## src/rtl/alu_pkg.sv

```systemverilog
// rtl/alu_pkg.sv - shared ALU op codes, op classification helpers and writeback state encoding
package alu_pkg;

  localparam int OP_W = 4;

  localparam logic [OP_W-1:0] OP_ADD  = 4'b0000;
  localparam logic [OP_W-1:0] OP_SUB  = 4'b0001;
  localparam logic [OP_W-1:0] OP_MUL  = 4'b0100;
  localparam logic [OP_W-1:0] OP_DIV  = 4'b0101;
  localparam logic [OP_W-1:0] OP_MOVE = 4'b0111;
  localparam logic [OP_W-1:0] OP_SWAP = 4'b1000;
  localparam logic [OP_W-1:0] OP_AND  = 4'b1001;
  localparam logic [OP_W-1:0] OP_OR   = 4'b1011;

  typedef enum logic [1:0] {
    ST_IDLE = 2'd0,
    ST_WR1  = 2'd1,
    ST_WR2  = 2'd2
  } wb_state_e;

  // Ops that produce two register writes (quotient/remainder, swapped pair).
  function automatic logic is_pair_op(input logic [OP_W-1:0] op);
    case (op)
      OP_DIV, OP_SWAP: return 1'b1;
      default:         return 1'b0;
    endcase
  endfunction

  function automatic logic ovf_relevant(input logic [OP_W-1:0] op);
    case (op)
      OP_ADD, OP_SUB, OP_MUL: return 1'b1;
      default:                return 1'b0;
    endcase
  endfunction

  function automatic logic is_legal_op(input logic [OP_W-1:0] op);
    case (op)
      OP_ADD, OP_SUB, OP_MUL, OP_DIV,
      OP_MOVE, OP_SWAP, OP_AND, OP_OR: return 1'b1;
      default:                         return 1'b0;
    endcase
  endfunction

endpackage

```

## src/rtl/alu_writeback_seq.sv

```systemverilog
// rtl/alu_writeback_seq.sv - serializes ALU result bundles onto the register file write port
module alu_writeback_seq
  import alu_pkg::*;
#(
  parameter int DATA_W = 16,
  parameter int ADDR_W = 4
) (
  input  logic              i_clk,
  input  logic              i_rst,
  input  logic              i_valid,
  output logic              o_ready,
  input  logic [OP_W-1:0]   i_alu_op,
  input  logic [DATA_W-1:0] i_upper,
  input  logic [DATA_W-1:0] i_lower,
  input  logic              i_overflow,
  input  logic [ADDR_W-1:0] i_dest_a,
  input  logic [ADDR_W-1:0] i_dest_b,
  input  logic              i_ovf_clear,
  output logic              o_reg_write,
  output logic [ADDR_W-1:0] o_write_addr,
  output logic [DATA_W-1:0] o_write_data,
  output logic              o_ovf_flag,
  output logic              o_illegal_op
);

  wb_state_e         r_state;
  logic              r_pair;
  logic [DATA_W-1:0] r_hold_upper;
  logic [ADDR_W-1:0] r_hold_dest_b;
  logic              r_reg_write;
  logic [ADDR_W-1:0] r_write_addr;
  logic [DATA_W-1:0] r_write_data;
  logic              r_ovf_flag;
  logic              r_illegal_op;

  logic w_ready;
  logic w_xfer;
  logic w_legal;
  logic w_pair;
  logic w_ovf_hit;

  // The only stall is the cycle the first half of a pair is being written.
  assign w_ready   = !((r_state == ST_WR1) && r_pair);
  assign w_xfer    = i_valid && w_ready;
  assign w_legal   = is_legal_op(i_alu_op);
  assign w_pair    = w_legal && is_pair_op(i_alu_op);
  assign w_ovf_hit = w_xfer && ovf_relevant(i_alu_op) && i_overflow;

  always_ff @(posedge i_clk) begin
    if (i_rst) begin
      r_state       <= ST_IDLE;
      r_pair        <= 1'b0;
      r_hold_upper  <= '0;
      r_hold_dest_b <= '0;
      r_reg_write   <= 1'b0;
      r_write_addr  <= '0;
      r_write_data  <= '0;
      r_ovf_flag    <= 1'b0;
      r_illegal_op  <= 1'b0;
    end else begin
      r_reg_write  <= 1'b0;
      r_illegal_op <= 1'b0;

      // A new overflow takes priority over a simultaneous clear.
      if (w_ovf_hit) begin
        r_ovf_flag <= 1'b1;
      end else if (i_ovf_clear) begin
        r_ovf_flag <= 1'b0;
      end

      if ((r_state == ST_WR1) && r_pair) begin
        r_state      <= ST_WR2;
        r_pair       <= 1'b0;
        r_reg_write  <= 1'b1;
        r_write_addr <= r_hold_dest_b;
        r_write_data <= r_hold_upper;
      end else if (w_xfer) begin
        r_state       <= ST_WR1;
        r_pair        <= w_pair;
        r_hold_upper  <= i_upper;
        r_hold_dest_b <= i_dest_b;
        if (!w_legal) begin
          r_illegal_op <= 1'b1;
        end else if (!w_ovf_hit) begin
          r_reg_write  <= 1'b1;
          r_write_addr <= i_dest_a;
          r_write_data <= i_lower;
        end
      end else begin
        r_state <= ST_IDLE;
        r_pair  <= 1'b0;
      end
    end
  end

  assign o_ready      = w_ready;
  assign o_reg_write  = r_reg_write;
  assign o_write_addr = r_write_addr;
  assign o_write_data = r_write_data;
  assign o_ovf_flag   = r_ovf_flag;
  assign o_illegal_op = r_illegal_op;

endmodule

```

## config.mk

```make
export PLATFORM = sky130hd
export DESIGN_NAME = alu_writeback_seq
export DESIGN_NICKNAME = d
export VERILOG_FILES = /design/src/rtl/alu_pkg.sv /design/src/rtl/alu_writeback_seq.sv
export SDC_FILE = /design/constraint.sdc
export NUM_CORES = 1
export LEC_CHECK = 0
export BUFFER_PORTS_ARGS = -buffer_cell sky130_fd_sc_hd__buf_2
export CAP_MARGIN = 20
export CORE_MARGIN = 2
export CORE_UTILIZATION = 46
export CTS_BUF_LIST = sky130_fd_sc_hd__clkbuf_2 sky130_fd_sc_hd__clkbuf_4 sky130_fd_sc_hd__clkbuf_8
export CTS_CLUSTER_DIAMETER = 80
export DETAILED_ROUTE_END_ITERATION = 10
export PLACE_DENSITY = 0.77
export SKIP_LAST_GASP = 1
export SLEW_MARGIN = 5
export SYNTH_ARGS = -nofsm -noshare
export SYNTH_HDL_FRONTEND = slang
export SYNTH_SLANG_ARGS = --single-unit
export TNS_END_PERCENT = 5
```

## constraint.sdc

```tcl
create_clock -name i_clk -period 1.3 [get_ports i_clk]
set_input_delay 0.26 -clock i_clk [delete_from_list [all_inputs] [get_ports i_clk]]
set_output_delay 0.26 -clock i_clk [all_outputs]
set_load 0.01 [all_outputs]
```

==> results.yml <==
worst_setup_path:
  slowest_delay_ns: 0.31
  reg2reg_setup_slack_ns: -0.06
  cp-end-kind: "output pin"
  crit_required_ns: 1.04
  worstSetupPathType: "flip-flop to output pin"
  start_kind: "flip-flop"
  path_cells: "nand3b_4, buf_12, buf_2"
  crit_fanout: 13
  crit_arrival_ns: 1.10
  slowest_stage: "dfxtp_1"
timing:
  slew_violations: 0
  fin_hold_ws_ns: 0.190
  final-setup-viol-count: 17
  slew-limit-headroom_pct: 83.1
  min_period_over_period_pct: 105
  rsz0062_at_grt: "true"
  fin_crit_ns: 1.36
  hold_viol: 0
  fin_ws_ns: -0.0633
  max_freq_mhz: 733
  fin_skew_ns: 0.00304
  worstMarginPinSlew_ns: 0.253
  setup_tns_ns: -0.297
run_status:
  status: "complete, but fails checks"
  violations: "setup timing"
synth:
  syn_area_per_cell_um2: 9.03
  synth_cell_types: 25
  synth_nets: 276
  synthesis.area_mm2: 0.00205
  yosys-top-cells-area: "dfxtp_1, a211oi_2, a21oi_1, nand2_1, mux2_2"
  netlist.area_leader.share_pct: 44.9
  synthCells: 227
  yosysSeqAreaShare_pct: 44.9
  synth.largest_area_cell: "dfxtp_1"
  synth_seq_cells: 46
  yosysWarnings: 0
die:
  io_pins: 73
  start_util_pct: 47.4
  rows: 24
  die_area_mm2: 0.00501
  coreArea_mm2: 0.00432
  die_x_um: 70.8
  die_y_um: 70.8
grt:
  grt_overflow: 0
  first_global_vias: 1811
  antenna_found_initial: 0
  grt_pass1_wl_mm: 8.23
  grt_max_degree: 32
  track_usage_pct: 20.6
placed_design:
  dp_hpwl_mm: 3.61
  io_buffers: 72
  dp_slack_ns: -0.162
  gp_congestion: 0.767
route:
  drcViolationCount: 0
  detail_route.wl_per_cell_um: 14.7
  routed_wl_mm: 5.32
  vias_per_cell: 5.20
  drt_iter0_drc: 108
  postRouteAntennaNets: 0
  dr.pass1.iters: 4
  vias: 1889
power_and_ir_drop:
  powerDensity_mw_per_mm2: 1080
  total_power_mw: 2.92
  total_leakage_power_nw: 1.21
  vdd_drop_max_v: 0.000478
run:
  maxCapViolCount: 0
cts:
  cts_tree: "done"
  clock_sinks: 46
  htree_num_levels: 2
  root_buffer: "clkbuf_8"
  cts_buffers: 5
  clk_pin_slew_worst_paths_ns: 0.08
  clk_latency_ns: 0.30
  clockBufferDepth: 2
final_layout:
  area_growth_pct: 31.9
  num_antenna_cells: 0
  drive_above_1_share_pct: 44.7
  layout.nets: 360
  postLayoutCoreUtil_pct: 62.5
worst_hold_path:
  hold_class: "input pin to flip-flop"
[layout make-up]
type                            instances  area [um^2]
Clock buffer                            7         83.8
Fill cell                             392         1620
Inverter                               20         75.1
Multi-Input combinational cell        146          993
Sequential cell                        46          921
Tap cell                               52         65.1
Timing Repair Buffer                   92          564
[synthesized netlist by cell type]
| cell | number |
|---|---|
| a22oi_1 | 1 |
| dfxtp_1 | 46 |
| nand4_1 | 1 |
| inv_1 | 20 |
| and2_1 | 1 |
| nor2b_1 | 1 |
| mux2_2 | 14 |
| buf_6 | 2 |
| buf_2 | 6 |
| o31a_1 | 1 |
| and2_4 | 1 |
| a211oi_2 | 19 |
| nand3b_1 | 1 |
| a211oi_1 | 1 |
| nor4_1 | 1 |
| o21ai_0 | 1 |
| mux2_1 | 6 |
| clkbuf_1 | 9 |
| a21oi_1 | 42 |
| nand3b_4 | 1 |
| nand2_1 | 43 |
| nand2b_1 | 1 |
| o2bb2ai_1 | 1 |
| nor3_1 | 1 |
| nor2_1 | 6 |
[power by group]
group / leakage [nW] / total, mW / switching, mW / internal [mW]
clock: 0.0452 / 0.857 / 0.445 / 0.412
combinational: 0.791 / 0.512 / 0.266 / 0.247
sequential: 0.379 / 1.55 / 0.0484 / 1.50
total: 1.21 / 2.92 / 0.759 / 2.16
[per-layer routing]
| metal | up-vias | part of all wire, % | GRT usage, % |
|---|---|---|---|
| met5 | - | 0 | 0 |
| met4 | 0 | 0.98 | 6.08 |
| met3 | 5 | 8.3 | 6.55 |
| met2 | 78 | 48 | 34.0 |
| met1 | 869 | 43 | 26.0 |
| li1 | 937 | - | - |
[state kept, by name (all words and copies together) (netlist names)]
register	count
o_reg_write	1
o_ovf_flag	1
o_write_data	16
r_hold_dest_b	4
o_write_addr	4
r_hold_upper	16
r_pair	1
r_state	2
o_illegal_op	1
[critical path, delay by kind of cell, from the launching register on]
family                 cells  cell delay, ns
buffers and inverters      2            0.31
DFF                        1            0.31
and+or+nand+nor            1            0.19
[cells by family (layout without fill, tap and decap cells)]
| group | Yosys count | after routing | share of synthesized area, % |
|---|---|---|---|
| and+or+nand+nor | 58 | 60 | 12.5 |
| DFF | 46 | 46 | 44.9 |
| AOI/OAI and AO/OA | 66 | 66 | 23.7 |
| buffers and inverters | 37 | 119 | 7.88 |
| muxes | 20 | 20 | 11.0 |
[cell usage in the layout (no fill, tap or decap), types with 2 or more instances in the layout]
master,synthesis,layout
and2_4,1,2
buf_4,0,11
mux2_2,14,14
buf_12,0,3
inv_1,20,20
buf_6,2,5
nor2_1,6,6
clkbuf_8,0,5
nand2_1,43,43
clkbuf_4,0,2
buf_2,6,73
a211oi_2,19,20
a21oi_1,42,41
mux2_1,6,6
and2_2,0,2
dfxtp_1,46,46
[per-stage QoR]
stage,cell area (um^2),cells
2_1_floorplan,2050,227
3_5_place_dp,2550,350
3_3_place_gp,2550,350
5_1_grt,2700,363
4_1_cts,2630,357
6_report,2700,363
[worst paths after layout]
path                                  startpoint          endpoint  cells after the start
worst min-delay path                 i_upper[11]  r_hold_upper[11]                      3
worst min register to register  r_hold_dest_b[0]  r_hold_dest_b[0]                      2
worst max-delay path                  r_state[1]           o_ready                      3
worst max register to register        r_state[1]   o_write_data[8]                      5
[what timing repair did]
item                       in CTS  in global routing
hold buffers                    0                  0
gates cloned                    0                  5
buffers inserted                0                  1
pin swaps                       0                  1
resized for setup               0                 12
setup endpoints to repair      26                 41
Power figures use the tool's default switching activity.
